`src/rtl/nrisc_regfile_if.sv`:
```
// Write and read bus of the nRISC register file: write-back port plus two read ports.
// Latency: none (wires only).
// Backpressure: none; the register file accepts one write every cycle.
interface nrisc_regfile_if #(
    parameter int W  = 8,
    parameter int AW = 2
);
    logic          RegWrite;
    logic [AW-1:0] wAddr;
    logic [W-1:0]  wData;
    logic [AW-1:0] rAddrA;
    logic [AW-1:0] rAddrB;
    logic [W-1:0]  rDataA;
    logic [W-1:0]  rDataB;

    // Control unit / write-back mux side.
    modport master (
        output RegWrite, wAddr, wData, rAddrA, rAddrB,
        input  rDataA, rDataB
    );

    // Register file side.
    modport slave (
        input  RegWrite, wAddr, wData, rAddrA, rAddrB,
        output rDataA, rDataB
    );
endinterface

```
`src/rtl/nrisc_regfile.sv`:
```
// 2^AW x W register file for the nRISC datapath; optional r0 hardwired to zero.
// Latency: write lands 1 edge later, reads are combinational (0 cycles).
// Backpressure: none; a write can be taken every cycle.
// Optional feature: define NRISC_REGFILE_BYPASS_EN to forward wData to a read port
// addressing the register being written in the same cycle.
module nrisc_regfile #(
    parameter int W        = 8,
    parameter int AW       = 2,
    parameter bit ZERO_REG = 1'b1
) (
    input  logic            clk,
    input  logic            rst_n,
    nrisc_regfile_if.slave  rf
);
    localparam int N = 1 << AW;

    logic [W-1:0] regs [N];

    // A write to r0 is dropped when r0 is the hardwired zero register.
    logic wrDiscard;
    logic wrEn;

    assign wrDiscard = ZERO_REG && (rf.wAddr == '0);
    assign wrEn      = rf.RegWrite && !wrDiscard;

    // Storage: async clear on reset, single write port on the rising edge.
    always_ff @(posedge clk or negedge rst_n) begin
        if (!rst_n) begin
            for (int i = 0; i < N; i++) begin
                regs[i] <= '0;
            end
        end else if (wrEn) begin
            regs[rf.wAddr] <= rf.wData;
        end
    end

    // Read port A: stored value, zero for r0 when hardwired, zero while in reset.
    always_comb begin
        rf.rDataA = '0;
        if (rst_n && !(ZERO_REG && (rf.rAddrA == '0))) begin
            rf.rDataA = regs[rf.rAddrA];
        end
`ifdef NRISC_REGFILE_BYPASS_EN
        // Same-cycle forwarding; wrEn already excludes discarded r0 writes.
        if (rst_n && wrEn && (rf.rAddrA == rf.wAddr)) begin
            rf.rDataA = rf.wData;
        end
`endif
    end

    // Read port B: identical rules, independent address.
    always_comb begin
        rf.rDataB = '0;
        if (rst_n && !(ZERO_REG && (rf.rAddrB == '0))) begin
            rf.rDataB = regs[rf.rAddrB];
        end
`ifdef NRISC_REGFILE_BYPASS_EN
        if (rst_n && wrEn && (rf.rAddrB == rf.wAddr)) begin
            rf.rDataB = rf.wData;
        end
`endif
    end
endmodule

```
`src/flat_wrapper.sv`:
```
// flat-port wrapper written by rule: the top's interface ports become plain ports
module nrisc_regfile_flat 
#(
    parameter int W        = 8,
    parameter int AW       = 2,
    parameter bit ZERO_REG = 1'b1
)
  (clk, rst_n, rf_RegWrite, rf_wAddr, rf_wData, rf_rAddrA, rf_rAddrB, rf_rDataA, rf_rDataB);
  nrisc_regfile_if #(.W(W), .AW(AW)) rf_i ();
  input  logic clk;
  input  logic rst_n;
  input wire logic [$bits(rf_i.RegWrite)-1:0] rf_RegWrite;
  input wire logic [$bits(rf_i.wAddr)-1:0] rf_wAddr;
  input wire logic [$bits(rf_i.wData)-1:0] rf_wData;
  input wire logic [$bits(rf_i.rAddrA)-1:0] rf_rAddrA;
  input wire logic [$bits(rf_i.rAddrB)-1:0] rf_rAddrB;
  output wire logic [$bits(rf_i.rDataA)-1:0] rf_rDataA;
  output wire logic [$bits(rf_i.rDataB)-1:0] rf_rDataB;
  assign rf_i.RegWrite = rf_RegWrite;
  assign rf_i.wAddr = rf_wAddr;
  assign rf_i.wData = rf_wData;
  assign rf_i.rAddrA = rf_rAddrA;
  assign rf_i.rAddrB = rf_rAddrB;
  assign rf_rDataA = rf_i.rDataA;
  assign rf_rDataB = rf_i.rDataB;
  nrisc_regfile #(.W(W), .AW(AW), .ZERO_REG(ZERO_REG)) u_core (.clk(clk), .rst_n(rst_n), .rf(rf_i));
endmodule
```
`config.mk`:
```
export PLATFORM = sky130hd
export DESIGN_NAME = nrisc_regfile_flat
export DESIGN_NICKNAME = d
export VERILOG_FILES = /design/src/rtl/nrisc_regfile_if.sv /design/src/rtl/nrisc_regfile.sv /design/src/flat_wrapper.sv
export SDC_FILE = /design/constraint.sdc
export NUM_CORES = 1
export LEC_CHECK = 0
export CELL_PAD_IN_SITES_DETAIL_PLACEMENT = 0
export CELL_PAD_IN_SITES_GLOBAL_PLACEMENT = 2
export CORE_MARGIN = 2
export CORE_UTILIZATION = 29
export CTS_BUF_LIST = sky130_fd_sc_hd__clkbuf_8
export DETAILED_ROUTE_END_ITERATION = 10
export PLACE_DENSITY_LB_ADDON = 0.1
export SLEW_MARGIN = 20
export SYNTH_ARGS = -nofsm -noshare
export SYNTH_HDL_FRONTEND = slang
export SYNTH_SLANG_ARGS = --single-unit
export TNS_END_PERCENT = 100
```
`constraint.sdc`:
```
create_clock -name clk -period 1 [get_ports clk]
set_clock_uncertainty 0.15 [all_clocks]
set_input_delay 0.2 -clock clk [delete_from_list [all_inputs] [get_ports clk]]
set_output_delay 0.2 -clock clk [all_outputs]
set_load 0.1 [all_outputs]
```
# --- Word level (Yosys, flattened, before mapping) ---
# Cells that the tools add are included.
op_classes:
  order_cmp: 4
  mux: 11
  bitwise_logic: 3
  n_reduce_logical: 10
ops:
  columns: ["operator", "count"]
  rows:
  - ["8-bit two-way mux", 7]
  - ["8-bit binary-select mux with 2-bit select", 2]
  - ["32-bit bitwise mux", 1]
  - ["8-bit demux with 2-bit select", 1]
  - ["3-bit >= comparator (second input constant)", 3]
  - ["2-bit inverter with 3-bit output", 3]
  - ["2-bit zero test", 3]
  - ["1-bit logical AND", 4]
  - ["1-bit zero test", 3]
  - ["3-bit by 1-bit less-than comparator with 1-bit output (second input constant)", 1]
word_totals:
  reg_bits: 32

# --- Depth between registers and ports, before layout ---
depth:
  depth_word: 6
  depth_mapped: 4
  depth_no_buf: 2

# --- Least setup slack after synthesis ---
# No wires, ideal clock.
synth_timing:
  path_type: "input to output"
  start: "input rf_rAddrB[0]"
  end: "output rf_rDataB[3]"
  t_arrival_ns: 2.839
  t_required_ns: 0.650
  setup_slack_ns: -2.189
  path_stages: 4
  path_cell_list: "buf_2 > buf_2 > a21oi_1 > a211oi_1"
synth_between:
  elab_chain_cells: 5
synth_rtl:
  columns: ["element", "line_no", "text"]
  rows:
  - ["from (decl)", "flat_wrapper.sv:16", "input wire logic [$bits(rf_i.rAddrB)-1:0] rf_rAddrB;"]
  - ["2-bit inverter with 3-bit output (implied by the code)", "nrisc_regfile.sv:55", "rf.rDataB = regs[rf.rAddrB];"]
  - ["8-bit binary-select mux with 2-bit select", "nrisc_regfile.sv:55", null]
  - ["8-bit two-way mux (implied by the code) (2 in a row)", "nrisc_regfile.sv:55", null]
  - ["8-bit two-way mux *", "nrisc_regfile.sv:54", "if (rst_n && !(ZERO_REG && (rf.rAddrB == '0))) begin"]
  - ["to (decl)", "flat_wrapper.sv:18", "output wire logic [$bits(rf_i.rDataB)-1:0] rf_rDataB;"]
# Mark *: on every way between the ends. The rest lies on a longest branch, timed or not. The select of a mux whose other input is x is not followed.

# --- Worst setup path after layout ---
layout_timing:
  start: "register u_core.regs[4] (netlist name)"
  end: "output rf_rDataA[4]"
layout_between:
  elab_chain_cells: 4
layout_rtl:
  columns: ["element", "line_no", "text"]
  rows:
  - ["from (decl)", "nrisc_regfile.sv:17", "logic [W-1:0] regs [N];"]
  - ["from (signal, indexed assignment)", "nrisc_regfile.sv:33", "regs[rf.wAddr] <= rf.wData;"]
  - ["8-bit binary-select mux with 2-bit select", "nrisc_regfile.sv:41", "rf.rDataA = regs[rf.rAddrA];"]
  - ["8-bit two-way mux (implied by the code) (2 in a row)", "nrisc_regfile.sv:41", null]
  - ["8-bit two-way mux", "nrisc_regfile.sv:40", "if (rst_n && !(ZERO_REG && (rf.rAddrA == '0))) begin"]
  - ["to (decl)", "flat_wrapper.sv:17", "output wire logic [$bits(rf_i.rDataA)-1:0] rf_rDataA;"]
# No other way between the ends. The select of a mux whose other input is x is not followed.

==> results.sh <==
export IMPL_status="finished with violations"
export IMPL_violations="negative hold slack, negative setup slack"
export IMPL_drv_cap=0
export IMPL_dr_first_iter_drc_count=25
export IMPL_layout_common_cells="dfrtp_1 (24), mux2_2 (22), buf_12 (22)"
export IMPL_area_growth_pct=89.0
export IMPL_io_pins=33
export IMPL_setup_ws_ps=-645
export IMPL_cts_buffers_inserted=3
export IMPL_antenna_left=0
export IMPL_avgRoutedWirePerCell_um=18.6
export IMPL_syn_inst=109
export IMPL_swShare=0.387
export IMPL_switchingPower_mw=1.49
export IMPL_end_kind="output pin"
export IMPL_crit_type="reg -> out"
export IMPL_finalSetupViolCount=20
export IMPL_clockBufferDepth=2
export IMPL_cellPowerDensity_mw_per_mm2=1520
export IMPL_whs_ps=-72.7
export IMPL_cp_required_ps=650
export IMPL_yosysSeqAreaShare=0.449
export IMPL_fillers=359
export IMPL_ys_warnings_count=0
export IMPL_die_x_um=71.9
export IMPL_grt_max_degree=25
export IMPL_synth_area_mm2=0.00134
export IMPL_grt_antenna_before_repair=0
export IMPL_synth_area_per_cell_um2=12.3
export IMPL_start_kind="register"
export IMPL_routabilityCongestion=0.696
export IMPL_largest_reg_flops=24
export IMPL_htreeDepth=1
export IMPL_hpwl_um=2570
export IMPL_max_slew_margin=0.788
export IMPL_cts_root_buf="clkbuf_8"
export IMPL_maxSlewViolCount=0
export IMPL_coreArea_mm2=0.00438
export IMPL_regMostFlops="u_core.regs"
export IMPL_syn_num_nets=126
export IMPL_grt_setup_unrepaired="true"
export IMPL_num_rows=24
export IMPL_via_count=1113
export IMPL_crit_arrival_ps=1290
export IMPL_p_leak_nw=1.01
export IMPL_fin_crit_ps=1640
export IMPL_die_area_mm2=0.00517
export IMPL_hold_path_class="in -> async"
export IMPL_io_buffers=32
export IMPL_pwr_share_seq=0.354
export IMPL_vdd_ir_drop_max_mv=0.736
export IMPL_p_comb_frac=0.474
export IMPL_grt_pass1_vias=1230
export IMPL_worstMarginPinSlew_ps=318
export IMPL_grt_pass1_wl_um=6620
export IMPL_layout_drive_gt1_share=0.726
export IMPL_worstPathMaxFanout=3
export IMPL_hold_viol_final=24
export IMPL_reg_top3="u_core.regs (24)"
export IMPL_cts_sinks=24
export IMPL_viasPerCell=5.15
export IMPL_clk_pin_slew_ps=90
export IMPL_num_antenna_cells=0
export IMPL_nets=182
export IMPL_p_int_mw=2.36
export IMPL_final_common_cell="dfrtp_1"
export IMPL_dr_pass1_iters=4
export IMPL_clkLatencyLatePin_ps=260
export IMPL_tns_ps=-9990
export IMPL_tritoncts="yes"
export IMPL_die_h_um=71.9
export IMPL_pwr_share_clk=0.172
export IMPL_initial_core_util=0.305
export IMPL_overflow=0
export IMPL_grt_usage=0.166
export IMPL_power_mw=3.85
export IMPL_ys_ff_latch=24
export IMPL_ys_types=12
export IMPL_period_share=1.64
export IMPL_wirelength_um=4020
export IMPL_drc=0
export IMPL_fmax_mhz=608
[layer usage]
layer | vias up | track usage | share of wire
li1 | 509 | - | -
met1 | 572 | 0.214 | 0.44
met2 | 28 | 0.298 | 0.52
met3 | 4 | 0.0197 | 0.033
met4 | 0 | 0.0377 | 0.0077
met5 | - | 0 | 0
[power groups by stage]
stage                     logic [mW]  clock network (mW)  registers [mW]
after global placement          1.61                   0            1.31
after floorplan                 1.17                   0            1.28
after CTS                       1.80               0.674            1.35
final                           1.83               0.663            1.36
after detailed placement        1.64                   0            1.33
after global routing            1.91               0.718            1.38
[logic make-up (layout without fill, tap and decap cells)]
| family | Yosys count | count (layout) | share of synthesized area |
|---|---|---|---|
| AND/OR/NAND/NOR | 3 | 3 | 0.0243 |
| flip-flops | 24 | 24 | 0.449 |
| buffers and inverters | 10 | 65 | 0.0543 |
| AO/OA/AOI/OAI | 32 | 32 | 0.150 |
| multiplexers | 40 | 40 | 0.322 |
[final cells by class]
cell class / count / area (um^2) / share of cell area
clock buffer: 4 / 55.1 / 0.0218
inverter: 1 / 3.75 / 0.00149
sequential: 24 / 601 / 0.238
timing repair buffer: 60 / 831 / 0.329
tap: 52 / 65.1 / 0.0258
multi-input combinational: 75 / 971 / 0.384
[synthesized netlist by cell type]
| master | count | area (um^2) |
|---|---|---|
| buf_6 | 4 | 45.0 |
| dfrtp_1 | 24 | 601 |
| clkbuf_1 | 1 | 3.75 |
| mux2i_1 | 16 | 160 |
| inv_1 | 1 | 3.75 |
| nand3b_2 | 2 | 22.5 |
| buf_2 | 3 | 15.0 |
| a21oi_1 | 16 | 80.1 |
| a211oi_1 | 16 | 120 |
| nand3_2 | 1 | 10.0 |
| clkbuf_2 | 1 | 5.00 |
| mux2_2 | 24 | 270 |
[timing repair]
| action | in CTS | in global routing |
|---|---|---|
| setup buffers | 4 | 3 |
| endpoints found under the setup margin | 40 | 17 |
| resized for setup | 53 | 1 |
| endpoints found under the hold margin | 24 | 24 |
| gates cloned | 3 | 0 |
| pin swaps | 17 | 4 |
[critical path, stage by stage, from the launching register on]
cell and delay, ps:
dfrtp_1 410, mux2i_2 110, a211oi_4 300, buf_12 210
[path summary, 6_finish.rpt]
kind                                 start               to  slack, ps  cells past startpoint
setup / recovery            u_core.regs[4]     rf_rDataA[4]       -640                      3
hold / removal                       rst_n  u_core.regs[14]        -70                      2
setup reg to reg            u_core.regs[4]   u_core.regs[4]        -70                      2
hold reg to reg            u_core.regs[22]  u_core.regs[22]        410                      1
max in group asynchronous            rst_n  u_core.regs[17]        530                      2
min in group clk               rf_wAddr[1]   u_core.regs[4]        280                      4
[metrics by stage]
stage	hold slack [ps]	setup WS, ps	area (um^2)	util	std cells
finish	-72.7	-645	2530	0.576	216
global route	-50.0	-689	2530	0.576	216
CTS	-64.8	-631	2500	0.570	213
detailed placement	376	-899	2260	0.515	202
global placement	368	-879	2260	0.515	202
floorplan	-246	-900	1660	-	109
No activity file was read; power rests on OpenSTA's default activity.
